==> config.mk <==
export PLATFORM = sky130hd
export DESIGN_NAME = etapa_busqueda_if_flat
export DESIGN_NICKNAME = d
export VERILOG_FILES = /design/src/rtl/etapa_busqueda_if_if.sv /design/src/rtl/etapa_busqueda_if.sv /design/src/flat_wrapper.sv
export SDC_FILE = /design/constraint.sdc
export NUM_CORES = 1
export LEC_CHECK = 0
export CAP_MARGIN = 20
export CORE_AREA = 2 2 167 128
export CTS_CLUSTER_SIZE = 28
export DETAILED_ROUTE_END_ITERATION = 7
export DIE_AREA = 0 0 169 130
export GPL_TIMING_DRIVEN = 0
export HOLD_SLACK_MARGIN = 0.15
export PLACE_DENSITY = 0.89
export SLEW_MARGIN = 40
export SYNTH_ARGS = -nofsm -noshare
export SYNTH_HDL_FRONTEND = slang
export SYNTH_SLANG_ARGS = --single-unit
==> constraint.sdc <==
create_clock -name clk -period 5.4 [get_ports clk]
set_input_delay 1.08 -clock clk [delete_from_list [all_inputs] [get_ports clk]]
set_output_delay 1.08 -clock clk [all_outputs]
set_load 0.05 [all_outputs]
==> src/rtl/etapa_busqueda_if_if.sv <==
// Fetch-stage bus bundle: instruction-memory req/gnt/rvalid channel plus
// the valid/ready channel towards decode. The fetch stage is the master.
interface etapa_busqueda_if_if;
    logic        mem_req;
    logic [31:0] mem_addr;
    logic        mem_gnt;
    logic        mem_rvalid;
    logic [31:0] mem_rdata;
    logic        if_valid;
    logic [31:0] if_instr;
    logic [31:0] if_pc;
    logic        id_listo;

    modport master (
        output mem_req, mem_addr, if_valid, if_instr, if_pc,
        input  mem_gnt, mem_rvalid, mem_rdata, id_listo
    );
    modport slave (
        input  mem_req, mem_addr, if_valid, if_instr, if_pc,
        output mem_gnt, mem_rvalid, mem_rdata, id_listo
    );
endinterface

==> src/rtl/etapa_busqueda_if.sv <==
// Instruction-fetch stage: drives the next PC, issues word fetches, buffers
// {pc, instr} in a small FIFO and handles redirects by flushing and
// discarding the responses of fetches already in flight.
// Optional macro ETAPA_BUSQUEDA_CONTADORES_EN adds delivery/bubble counters.
module etapa_busqueda_if #(
    parameter logic [31:0] PC_RESET    = 32'h0000_0000,
    parameter int          PROFUNDIDAD = 2
) (
    input  logic                clk,
    input  logic                rst_n,
    input  logic [31:0]         pc_actual,
    output logic [31:0]         pc_siguiente,
    input  logic                salto_valido,
    input  logic [31:0]         salto_destino,
    etapa_busqueda_if_if.master bus,
    output logic                error_alineacion
`ifdef ETAPA_BUSQUEDA_CONTADORES_EN
    ,
    output logic [31:0]         cnt_entregadas,
    output logic [31:0]         cnt_burbujas
`endif
);
    localparam int PW = $clog2(PROFUNDIDAD);
    localparam int CW = $clog2(PROFUNDIDAD + 1);

    typedef enum logic [1:0] {REINICIO, BUSCANDO, DETENIDO} estado_t;

    estado_t       estado_q, estado_d;
    logic [CW-1:0] ocup_q, ocup_d, pend_q, pend_d, desc_q, desc_d;
    logic          err_q, err_d;
    logic [PW-1:0] f_wr_q, f_rd_q, p_wr_q, p_rd_q;
    logic [31:0]   fifo_instr_q [PROFUNDIDAD];
    logic [31:0]   fifo_pc_q    [PROFUNDIDAD];
    logic [31:0]   pcq_q        [PROFUNDIDAD];

    logic          req, issue, push, pop, flush;
    logic          resp_util, resp_desc;
    logic [CW:0]   credito;

    // Older (discarded) responses always come first because memory is in order.
    assign resp_desc = bus.mem_rvalid && (desc_q != '0);
    assign resp_util = bus.mem_rvalid && (desc_q == '0) && (pend_q != '0);
    assign credito   = {1'b0, ocup_q} + {1'b0, pend_q};

    // Next-state, request, next-PC and credit bookkeeping
    always_comb begin
        estado_d     = estado_q;
        err_d        = err_q;
        pend_d       = pend_q;
        desc_d       = desc_q;
        req          = 1'b0;
        issue        = 1'b0;
        push         = 1'b0;
        pop          = 1'b0;
        flush        = 1'b0;
        pc_siguiente = pc_actual;
        case (estado_q)
            REINICIO: begin
                pc_siguiente = PC_RESET;
                estado_d     = BUSCANDO;
            end
            BUSCANDO: begin
                if (salto_valido) begin
                    // Everything still in flight becomes a discard credit.
                    flush  = 1'b1;
                    desc_d = desc_q + pend_q
                           - CW'(bus.mem_rvalid && ((desc_q != '0) || (pend_q != '0)));
                    pend_d = '0;
                    if (salto_destino[1:0] != 2'b00) begin
                        // Never load a misaligned PC; freeze instead.
                        err_d    = 1'b1;
                        estado_d = DETENIDO;
                    end else begin
                        pc_siguiente = salto_destino;
                    end
                end else begin
                    req          = credito < (CW+1)'(PROFUNDIDAD);
                    issue        = req && bus.mem_gnt;
                    pc_siguiente = issue ? pc_actual + 32'd4 : pc_actual;
                    pop          = (ocup_q != '0) && bus.id_listo;
                    push         = resp_util;
                    if (resp_desc) desc_d = desc_q - CW'(1);
                    pend_d = pend_q + CW'(issue) - CW'(push);
                end
            end
            DETENIDO: begin
                if (resp_desc) desc_d = desc_q - CW'(1);
            end
            default: estado_d = REINICIO;
        endcase
        ocup_d = flush ? '0 : ocup_q + CW'(push) - CW'(pop);
    end

    // Control state, sticky error and credit counters
    always_ff @(posedge clk or negedge rst_n) begin
        if (!rst_n) begin
            estado_q <= REINICIO;
            err_q    <= 1'b0;
            ocup_q   <= '0;
            pend_q   <= '0;
            desc_q   <= '0;
        end else begin
            estado_q <= estado_d;
            err_q    <= err_d;
            ocup_q   <= ocup_d;
            pend_q   <= pend_d;
            desc_q   <= desc_d;
        end
    end

    // Pointers of the issue-time PC queue; a flush drops all live entries
    always_ff @(posedge clk or negedge rst_n) begin
        if (!rst_n) begin
            p_wr_q <= '0;
            p_rd_q <= '0;
        end else if (flush) begin
            p_wr_q <= '0;
            p_rd_q <= '0;
        end else begin
            if (issue) p_wr_q <= p_wr_q + PW'(1);
            if (push)  p_rd_q <= p_rd_q + PW'(1);
        end
    end

    // PC queue storage: address recorded when the fetch is granted
    always_ff @(posedge clk) begin
        if (issue) pcq_q[p_wr_q] <= pc_actual;
    end

    // Instruction FIFO towards decode; cleared on reset so the head reads 0
    always_ff @(posedge clk or negedge rst_n) begin
        if (!rst_n) begin
            f_wr_q <= '0;
            f_rd_q <= '0;
            for (int i = 0; i < PROFUNDIDAD; i++) begin
                fifo_instr_q[i] <= '0;
                fifo_pc_q[i]    <= '0;
            end
        end else if (flush) begin
            f_wr_q <= '0;
            f_rd_q <= '0;
        end else begin
            if (push) begin
                fifo_instr_q[f_wr_q] <= bus.mem_rdata;
                fifo_pc_q[f_wr_q]    <= pcq_q[p_rd_q];
                f_wr_q               <= f_wr_q + PW'(1);
            end
            if (pop) f_rd_q <= f_rd_q + PW'(1);
        end
    end

    assign bus.mem_req     = req;
    assign bus.mem_addr    = pc_actual;
    assign bus.if_valid    = (ocup_q != '0);
    assign bus.if_instr    = fifo_instr_q[f_rd_q];
    assign bus.if_pc       = fifo_pc_q[f_rd_q];
    assign error_alineacion = err_q;

`ifdef ETAPA_BUSQUEDA_CONTADORES_EN
    logic [31:0] cnt_ent_q, cnt_bur_q;

    // Delivered instructions and fetching cycles with nothing to hand to decode
    always_ff @(posedge clk or negedge rst_n) begin
        if (!rst_n) begin
            cnt_ent_q <= '0;
            cnt_bur_q <= '0;
        end else begin
            if (pop) cnt_ent_q <= cnt_ent_q + 32'd1;
            if ((estado_q == BUSCANDO) && (ocup_q == '0)) cnt_bur_q <= cnt_bur_q + 32'd1;
        end
    end

    assign cnt_entregadas = cnt_ent_q;
    assign cnt_burbujas   = cnt_bur_q;
`endif

endmodule

==> src/flat_wrapper.sv <==
// flat-port wrapper written by rule: the top's interface ports become plain ports
module etapa_busqueda_if_flat 
#(
    parameter logic [31:0] PC_RESET    = 32'h0000_0000,
    parameter int          PROFUNDIDAD = 2
)
  (clk, rst_n, pc_actual, pc_siguiente, salto_valido, salto_destino, error_alineacion, bus_mem_req, bus_mem_addr, bus_if_valid, bus_if_instr, bus_if_pc, bus_mem_gnt, bus_mem_rvalid, bus_mem_rdata, bus_id_listo);
  etapa_busqueda_if_if bus_i ();
  input  logic clk;
  input  logic rst_n;
  input  logic [31:0] pc_actual;
  output logic [31:0] pc_siguiente;
  input  logic salto_valido;
  input  logic [31:0] salto_destino;
  output logic error_alineacion;
  output wire logic [$bits(bus_i.mem_req)-1:0] bus_mem_req;
  output wire logic [$bits(bus_i.mem_addr)-1:0] bus_mem_addr;
  output wire logic [$bits(bus_i.if_valid)-1:0] bus_if_valid;
  output wire logic [$bits(bus_i.if_instr)-1:0] bus_if_instr;
  output wire logic [$bits(bus_i.if_pc)-1:0] bus_if_pc;
  input wire logic [$bits(bus_i.mem_gnt)-1:0] bus_mem_gnt;
  input wire logic [$bits(bus_i.mem_rvalid)-1:0] bus_mem_rvalid;
  input wire logic [$bits(bus_i.mem_rdata)-1:0] bus_mem_rdata;
  input wire logic [$bits(bus_i.id_listo)-1:0] bus_id_listo;
  assign bus_mem_req = bus_i.mem_req;
  assign bus_mem_addr = bus_i.mem_addr;
  assign bus_if_valid = bus_i.if_valid;
  assign bus_if_instr = bus_i.if_instr;
  assign bus_if_pc = bus_i.if_pc;
  assign bus_i.mem_gnt = bus_mem_gnt;
  assign bus_i.mem_rvalid = bus_mem_rvalid;
  assign bus_i.mem_rdata = bus_mem_rdata;
  assign bus_i.id_listo = bus_id_listo;
  etapa_busqueda_if #(.PC_RESET(PC_RESET), .PROFUNDIDAD(PROFUNDIDAD)) u_core (.clk(clk), .rst_n(rst_n), .pc_actual(pc_actual), .pc_siguiente(pc_siguiente), .salto_valido(salto_valido), .salto_destino(salto_destino), .bus(bus_i), .error_alineacion(error_alineacion));
endmodule
==> summary.md <==
| Metric | Value |
|---|---|
| Status | completed |
| Dpl cell area | 0.0129 mm² |
| Starting DRT DRC Count | 944 |
| Drt pass-1 iters | 5 |
| Crit path launch type | primary input |
| First-pass GRT wire length | 45,500 µm |
| Fin area | 0.0136 mm² |
| Overall routing resource usage | 26.7% |
| Synth Area in Compound Gates | 10.4% |
| CTS tree | done |
| Final setup viols | 0 |
| Drc violations | 0 |
| Commonest non-fill, non-tap cell in the layout | clkdlybuf4s50_1 |
| FMAX | 188 MHz |
| Final hold violation count | 0 |
| Die X | 169 µm |
| Die area | 0.0220 mm² |
| Mapped Nets | 1,015 |
| Slowest cell on the critical path | clkdlybuf4s50_1 |
| Die height | 130 µm |
| Hpwl dp | 21,700 µm |
| Total Wirelength | 29,400 µm |
| Non-filler cells in the finished layout | 1,443 |
| Pwr Total | 0.00706 W |
| Clock Pin Slew Worst Setup and Hold Paths | 0.06 ns |
| Max-cap violations | 0 |
| Most frequent cells in the layout | clkdlybuf4s50_1 (224), dfrtp_1 (141), nand2_1 (129) |
| Ys async rst share | 68.8% |
| Clock skew | 0.0308 ns |
| Nets@finish | 1,278 |
| Sink Count | 205 |
| DR vias | 8,353 |
| Largest family of logic cells by synthesized area | multiplexers |
| Warnings from Yosys | 0 |
| # diodes | 0 |
| Minimum clock period | 5.33 ns |
| CTS root buffer | clkbuf_16 |
| Vias in the first global route | 8,305 |
| Initial antenna violation count | 0 |
| Power density over cell area | 519 mW/mm² |
| Synthesized area | 0.0102 mm² |
| CP bufs+invs | 3 |
| Layout cells sized above 1 | 16.8% |
| Post-synthesis mux area share | 17.8% |
| Num ports | 233 |
| CTS Hold Buffers Added | 0 |
| RePlAce Congestion | 0.917 |
| Remaining antenna violation count after routing | 0 |
| Max VDD drop | 0.381 mV |
| XOR/XNOR Fraction of Synth Area | 1.21% |
| Hold Path Class | primary input to async pin |
| Worst Tran Pin Value | 0.831 ns |
| Area Growth Syn to Fin | 33.8% |
| Total CTS buffers | 22 |
| Max clock buf depth | 3 |
| CTS H-Tree Depth | 1 |
| Relative max-transition margin | 44.6% |
| Critical Path Sink Type | output port |
| Lkg Pwr | 5.84 nW |
| Crit-path max FO | 9 |
| Fin util | 66.0% |
| Crit path required time | 4.32 ns |
| Top Family by Delay on Critical Path | buffers and inverters |
| Initial Utilization | 49.3% |
| RSZ-0062 raised after global routing | true |
| Synth Area in Simple Gates | 9.96% |
| Post-synth top flop | dfrtp_1 |
| Seq/Total Area, Yosys | 53.6% |
| Pin count of the biggest net entering global routing | 57 |
| Crit-path cells | clkdlybuf4s50_1 -> buf_2 -> and4_1 -> nand4_1 -> o311a_1 -> a41o_1 -> a221o_1 -> clkdlybuf4s50_1 |
| Area of the core | 0.0206 mm² |
| Vias per inst | 5.79 |
| Crit-path most repeated cell | clkdlybuf4s50_1 |
| Post-synth EDFFs | 64 |
| Drt wl/cell | 20.3 µm |
| GRT overflow | 0 |
| Post-route clock period utilization | 98.7% |
| Syn Area/Cell | 11.3 µm² |
| Synth cell types | 59 |
| CP max stage delay | 0.71 ns |
| FF+latch count, synth | 205 |
| Worst hold slack | 0.433 ns |
| Gate Count Post-Synth | 900 |
| DP Cell Count | 1,403 |
| Port Buf Inserts | 231 |
| Post-Synth Adder-Cell Area | 1.67% |
| # rows | 46 |
| Final slew viol count | 0 |
| WP data arrival | 4.25 ns |
| Skew-Pair Late Insertion Delay | 0.52 ns |
| Crit Path Class | primary input to output port |
-- final cells by class --
type / count / area, µm²
flip-flops and latches: 205 / 5450
clock buffers: 28 / 583
fillers: 1564 / 7000
inverters: 22 / 82.6
well taps: 264 / 330
plain buffers: 86 / 470
repair buffers: 239 / 2440
multi-input cells: 587 / 4170
clock inverters: 12 / 75.1
-- final timing paths --
check,start,end,slack (ns),depth (start not counted)
setup / recovery,pc_actual[6],pc_siguiente[21],0.07,8
hold / removal,rst_n,u_core.fifo_pc_q[43],0.43,1
setup reg to reg,u_core.estado_q[1],u_core.pcq_q[1][27],1.92,7
hold reg to reg,u_core.fifo_pc_q[10],u_core.fifo_pc_q[10],0.47,2
max in group asynchronous,rst_n,u_core.fifo_instr_q[17],4.36,2
min in group clk,u_core.fifo_pc_q[10],u_core.fifo_pc_q[10],0.47,2
-- through the flow --
step | setup TNS [ns] | setup slack [ns]
after detailed placement | -0.00447 | -0.00447
after global placement | -341.43 | -2.25
final | 0 | 0.0714
after floorplan | 0 | 0.886
after global routing | -0.0128 | -0.0128
after CTS | 0 | 0.0211
-- per-layer routing --
layer  up-vias  global-route usage, %  wire (µm)
met3        73                   5.03       2660
met5         -                      0          0
li1       3749                      -          -
met2       428                   42.9      13500
met1      4103                   37.7      12400
met4         0                   7.34        787
-- cell usage after synthesis (all sizes together) (3+ instances only) --
| library cell | number | area [µm²] |
|---|---|---|
| nor2 | 23 | 88.8 |
| or2 | 4 | 25.0 |
| o211ai | 10 | 75.1 |
| inv | 20 | 75.1 |
| a22o | 5 | 43.8 |
| o311ai | 4 | 35.0 |
| nor3 | 13 | 70.1 |
| and3 | 9 | 56.3 |
| buf | 53 | 345 |
| and2 | 5 | 31.3 |
| o2bb2ai | 5 | 43.8 |
| a21oi | 13 | 65.1 |
| o21ai | 90 | 450 |
| nand4 | 13 | 81.3 |
| a22oi | 5 | 37.5 |
| edfxtp | 64 | 1920 |
| a221o | 3 | 30.0 |
| and4 | 4 | 35.0 |
| nand2 | 129 | 484 |
| mux2i | 34 | 340 |
| xor2 | 4 | 35.0 |
| clkbuf | 33 | 124 |
| mux2 | 130 | 1460 |
| xnor2 | 10 | 87.6 |
| o22ai | 11 | 68.8 |
| dfrtp | 141 | 3530 |
| a31oi | 15 | 93.8 |
| nand3 | 13 | 65.1 |
| ha | 12 | 150 |
-- power breakdown --
| group | leakage [nW] | switching, W | internal, W |
|---|---|---|---|
| Sequential | 2.47 | 0.000216 | 0.00203 |
| Clock | 0.328 | 0.000606 | 0.000770 |
| Combinational | 3.04 | 0.00217 | 0.00127 |
-- state kept, by name, summed over array words and instances (netlist names) --
name                     cells
u_core.p_rd_q                1
u_core.pend_q                2
u_core.f_rd_q                1
u_core.estado_q              2
u_core.fifo_pc_q            64
u_core.fifo_instr_q         64
u_core.desc_q                2
u_core.f_wr_q                1
u_core.p_wr_q                1
u_core.ocup_q                2
u_core.pcq_q                64
u_core.error_alineacion      1
-- cells by family after synthesis --
family	after synthesis
xor gates and xnor gates	14
DFF	205
AOI/OAI and AO/OA	174
muxes	164
adders and majority gates	13
and+or+nand+nor	222
buffers and inverters	108
-- repair_timing --
item                       in CTS  in global routing
gates resized for setup         1                  8
setup endpoints to repair       1                  5
cloned                          0                  0
setup buffers                   0                  0
(Power assumes the default switching activity.)
==> RTL edit 1, RTL diff (same settings) <==
Put one more register stage on the output `error_alineacion`, cleared by the reset. The value now appears one clock later. The other outputs are not delayed to match.
--- a/src/rtl/etapa_busqueda_if.sv
+++ b/src/rtl/etapa_busqueda_if.sv
@@ -156,3 +156,9 @@
     assign bus.if_pc       = fifo_pc_q[f_rd_q];
-    assign error_alineacion = err_q;
+    always_ff @(posedge clk or negedge rst_n) begin
+        if (!rst_n) begin
+            error_alineacion <= '0;
+        end else begin
+            error_alineacion <= err_q;
+        end
+    end
 
Check against the original RTL: not equivalent (a bounded check fails within 4 cycles, from zero or initial values and one cycle with rst_n low).
==> RTL edit 1 against the unedited design <==
  * Cell count is 0.21% higher
  * Wire length is 0.15% lower
  * Cell area is 0.24% higher
  * Worst setup slack better by 4.7 ps
  * Synthesized area is 0.55% higher
  * Sequential share of layout area is 0.088 points higher
  * Global-route usage is 0.21 points lower
  * Via count hardly changed
  * Synthesized cell count is 0.44% higher
  * Critical path depth is 2 higher
  * Register-to-register slack better by 380 ps
  * Sequential cell count is 1 higher
  * Total power is 9.0% higher
  * Critical path type unchanged
  * Largest power group unchanged
==> RTL edit 1: results (changes against the unedited design) <==
vias in the first global route: 8459 (was 8305)
largest cells by area after synthesis: dfrtp_1 (35%), edfxtp_1 (19%), mux2_2 (7.2%), mux2_1 (7.1%), nand2_1 (4.4%) (was dfrtp_1 (35%), edfxtp_1 (19%), mux2_2 (11%), nand2_1 (4.8%), mux2_1 (3.5%))
outcome: finished, final reports clean (unchanged)
worst-margin pin slew: 783 ps (was 831 ps)
Hold Path Class: reg2reg (was in2async)
CP max stage delay: 630 ps (was 710 ps)
gr usage total: 0.265 (was 0.267)
Netlist cell types: 55 (was 59)
GP Congestion: 0.917 (about the same)
initial antenna violation count: 1 (was 0)
DR iter-0 viols: 813 (was 944)
Switching Share: 0.442 (was 0.424)
DP Cell Count: 1406 (was 1403)
detailed placement HPWL: 21500 um (was 21700 um)
leakage: 5.94 nW (was 5.84 nW)
top cells by count, synth: dfrtp_1 (142), nand2_1 (119), o21ai_1 (83) (was dfrtp_1 (141), nand2_1 (129), mux2_2 (98))
Seq/Total Area, Yosys: 0.536 (about the same)
syn nets: 1019 (was 1015)
signal arrival time at the worst endpoint: 4240 ps (was 4250 ps)
layout cells sized above 1: 0.140 (was 0.168)
Final Net Count: 1281 (was 1278)
port bufs: 229 (was 231)
clock skew: 27.3 ps (was 30.8 ps)
via-per-instance ratio: 5.77 (was 5.79)
most frequent cell after synthesis: dfrtp_1 (unchanged)
first-pass GRT wire length: 45200 um (was 45500 um)
Via Count: 8350 (was 8353)
pin count of the biggest net entering global routing: 74 (was 57)
Top Registers: u_core.fifo_instr_q: 64 flops, u_core.fifo_pc_q: 64 flops, u_core.pcq_q: 64 flops (unchanged)
wire per inst: 20.3 um (about the same)
Async SR Flop Fraction: 0.689 (was 0.688)
VDD IR max: 360 uV (was 381 uV)
Avg Inst Size Synth: 11.3 um2 (about the same)
CP max FO: 10 (was 9)
-- RTL edit 1: changes by cell type after synthesis, sizes merged, moves of 4 or more --
cell,delta
a21oi,+10
nand2,-10
o21ai,+8
inv,+7
nand4,-6
nor4,+5
o22ai,-5
a31oi,-4
nor2,-4
o211ai,-4
or4,+4
-- RTL edit 1: path summary, 6_finish.rpt --
kind / endpoint / slack, ps / startpoint
setup / recovery: pc_siguiente[24] / 80 / pc_actual[5]
hold / removal: u_core.error_alineacion / 380 / u_core.err_q
setup reg to reg: u_core.pcq_q[0][10] / 2300 / u_core.estado_q[1]
hold reg to reg: u_core.error_alineacion / 380 / u_core.err_q
max in group asynchronous: u_core.fifo_pc_q[50] / 4100 / rst_n
min in group asynchronous: u_core.err_q / 530 / rst_n
-- RTL edit 1: per-stage QoR --
step	setup slack, ps	area [um2]	total power [W]
floorplan	914	10200	0.00503
detailed placement	-185	13000	0.00634
finish	76.2	13600	0.00770
CTS	44.1	13600	0.00771
global placement	-2260	12800	0.00621
global route	-6.22	13600	0.00805
-- RTL edit 1: metal layers --
| metal | global-route usage | vias to the layer above | part of all wire |
|---|---|---|---|
| met2 | 0.437 | 454 | 0.47 |
| met4 | 0.0840 | 2 | 0.030 |
| met1 | 0.359 | 4060 | 0.41 |
| met5 | 0 | - | 0.00044 |
| met3 | 0.0519 | 79 | 0.088 |
| li1 | - | 3755 | - |
-- RTL edit 1: what timing repair did --
action,CTS,global route
pin swaps,0,0
resized for setup,12,9
setup endpoints to repair,11,8
-- RTL edit 1: critical path, delay by kind of cell --
family          cells  cell delay [ps]
buf+inv             5             1800
simple gates        3             1070
compound gates      2              280
-- RTL edit 1: kinds of logic after synthesis --
kind of cell               Yosys count  synth area share
adders and majority gates           13            0.0167
and+or+nand+nor                    214            0.0995
xor gates and xnor gates            11           0.00943
AOI/OAI and AO/OA                  183             0.107
buffers and inverters              115            0.0569
DFF                                206             0.536
muxes                              162             0.174
-- RTL edit 1: layout make-up --
class	instances	area [um2]
well taps	264	330
clock buffers	28	583
clock inverters	12	76.3
inverters	28	105
plain buffers	87	478
flip-flops and latches	206	5480
multi-input cells	583	4190
repair buffers	238	2390
fillers	1542	6970
-- RTL edit 1: power by group through the flow --
stage | logic, W | clock network [W] | registers, W
6_report | 0.00400 | 0.00138 | 0.00232
5_1_grt | 0.00421 | 0.00146 | 0.00238
4_1_cts | 0.00400 | 0.00139 | 0.00232
3_5_place_dp | 0.00399 | 0 | 0.00235
3_3_place_gp | 0.00391 | 0 | 0.00231
2_1_floorplan | 0.00276 | 0 | 0.00227
==> RTL edit 2, RTL diff (same flow settings) <==
Made on the original files. The 3 values of `estado_t` get a one-hot encoding in 3 bits.
--- a/src/rtl/etapa_busqueda_if.sv
+++ b/src/rtl/etapa_busqueda_if.sv
@@ -25,3 +25,3 @@
 
-    typedef enum logic [1:0] {REINICIO, BUSCANDO, DETENIDO} estado_t;
+    typedef enum logic [2:0] {REINICIO = 3'b001, BUSCANDO = 3'b010, DETENIDO = 3'b100} estado_t;
 
Function: no difference found for any inputs over 4 cycles, from zero or initial values and one cycle with rst_n low; so few cycles prove little.
==> RTL edit 2 against the unedited design <==
  * The run now ends with DRC left
  * Critical path type unchanged
  * Critical path depth unchanged
  * Sequential cell count increased by 1
  * Synthesized area increased by 1.6%
  * Combinational power increased by 5%
  * Clock skew decreased by 20 ps
  * Wire length increased by 2.2%
  * Cell area increased by 2.9%
  * Worst setup slack improved by 13 ps
  * Highest routed layer unchanged
  * Total power increased by 5.5%
  * Non-clock buffer count increased by 3
  * Synthesized cell count decreased by 1.9%
==> RTL edit 2: results (changes against the unedited design) <==
outcome: complete, but fails checks (was finished, final reports clean)
failing checks: DRC
Power Density: 532 mW/mm2 (was 519 mW/mm2)
DP Cell Count: 1387 (was 1403)
worst-margin pin slew: 770 ps (was 831 ps)
VDD IR max: 327 uV (was 381 uV)
DR WL met3: 2900 um (was 2660 um)
pin count of the biggest net entering global routing: 76 (was 57)
Non-CTS buffers: 328 (was 325)
num sequential: 206 (was 205)
Layout clock buffers: 24 (was 28)
Inverters excl. clock: 18 (was 22)
#MultiIn Comb: 571 (was 587)
Clock buf/inv share: 0.0616 (was 0.0484)
Synth Area in Compound Gates: 0.0988 (was 0.104)
NonClk Buf Share: 0.215 (was 0.214)
detailed placement HPWL: 21300 um (was 21700 um)
Fin Hold WS: 353 ps (was 433 ps)
Multi-input gate area: 0.00425 mm2 (was 0.00417 mm2)
met1 global-route usage: 0.368 (was 0.377)
DRC Markers: 12 (was 0)
Routed met2 length: 13900 um (was 13500 um)
FILL cells: 1483 (was 1564)
mux contribution to synthesized area: 0.182 (was 0.178)
first-pass GRT wire length: 45400 um (was 45500 um)
Avg Inst Size Synth: 11.7 um2 (was 11.3 um2)
Netlist cell types: 72 (was 59)
via-per-instance ratio: 5.83 (was 5.79)
CTS resizes: 7 (was 1)
FF-to-FF Start: u_core.ocup_q[0] (was u_core.estado_q[1])
signal arrival time at the worst endpoint: 4240 ps (was 4250 ps)
Via Count: 8317 (was 8353)
DR iter-0 viols: 1044 (was 944)
port bufs: 232 (was 231)
Area after DPL: 0.0131 mm2 (was 0.0129 mm2)
Detailed Routing Iterations Pass 1: 8 (was 5)
gr usage total: 0.267 (about the same)
routing usage on met3: 0.0643 (was 0.0503)
xor and xnor fraction of the mapped netlist area: 0.0136 (was 0.0121)
worst reg2reg path endpoint: u_core.pcq_q[1][5] (was u_core.pcq_q[1][27])
clk_lat worst skew: 500 ps (was 520 ps)
Seq/Total Area, Yosys: 0.530 (was 0.536)
Async SR Flop Fraction: 0.689 (was 0.688)
largest cells by area after synthesis: dfrtp_1 (34%), edfxtp_1 (19%), mux2_1 (7.0%), mux2_2 (7.0%), mux2i_1 (4.3%) (was dfrtp_1 (35%), edfxtp_1 (19%), mux2_2 (11%), nand2_1 (4.8%), mux2_1 (3.5%))
top cells by count, synth: dfrtp_1 (141), edfxtp_1 (64), mux2_1 (64), mux2_2 (64), nand2_1 (64) (was dfrtp_1 (141), nand2_1 (129), mux2_2 (98))
P&R area growth vs syn: 35.4% (was 33.8%)
Post-Synth Adder-Cell Area: 0.0128 (was 0.0167)
syn nets: 995 (was 1015)
CP Capture Point: pc_siguiente[20] (was pc_siguiente[21])
GP Congestion: 0.894 (was 0.917)
CP startpoint: pc_actual[2] (was pc_actual[6])
==> RTL edit 2: cell types whose count changed in the layout (fill, tap and decap cells not counted), sizes merged, moves of 9 or more <==
cell	change
nor2	+26
clkbuf	-11
nand2	-64
a21oi	+49
buf	+9
nand3	+10
o22ai	-10
o21ai	-24
a31oi	-12
mux2i	+10
==> RTL edit 2: worst max-delay path: stages <==
cell	delay [ps]
clkdlybuf4s50_1	860
ha_1	340
and4_1	190
buf_2	210
nand4_1	180
or3b_1	420
nand3_1	120
clkdlybuf4s50_1	820
==> RTL edit 2: cells by family (layout without fill, tap and decap cells) <==
group                    Yosys count  in the layout
AO/OA/AOI/OAI                    170            170
XOR/XNOR                          16             16
adder cells (fa/ha/maj)           10             10
buffers and inverters            106            386
flip-flops                       206            206
multiplexers                     172            172
AND/OR/NAND/NOR                  203            203
==> RTL edit 2: power by group <==
part           leakage (nW)  switching [W]  internal (W)
clock                 0.424       0.000629       0.00113
combinational          3.09        0.00232       0.00129
sequential             2.48       0.000168       0.00191
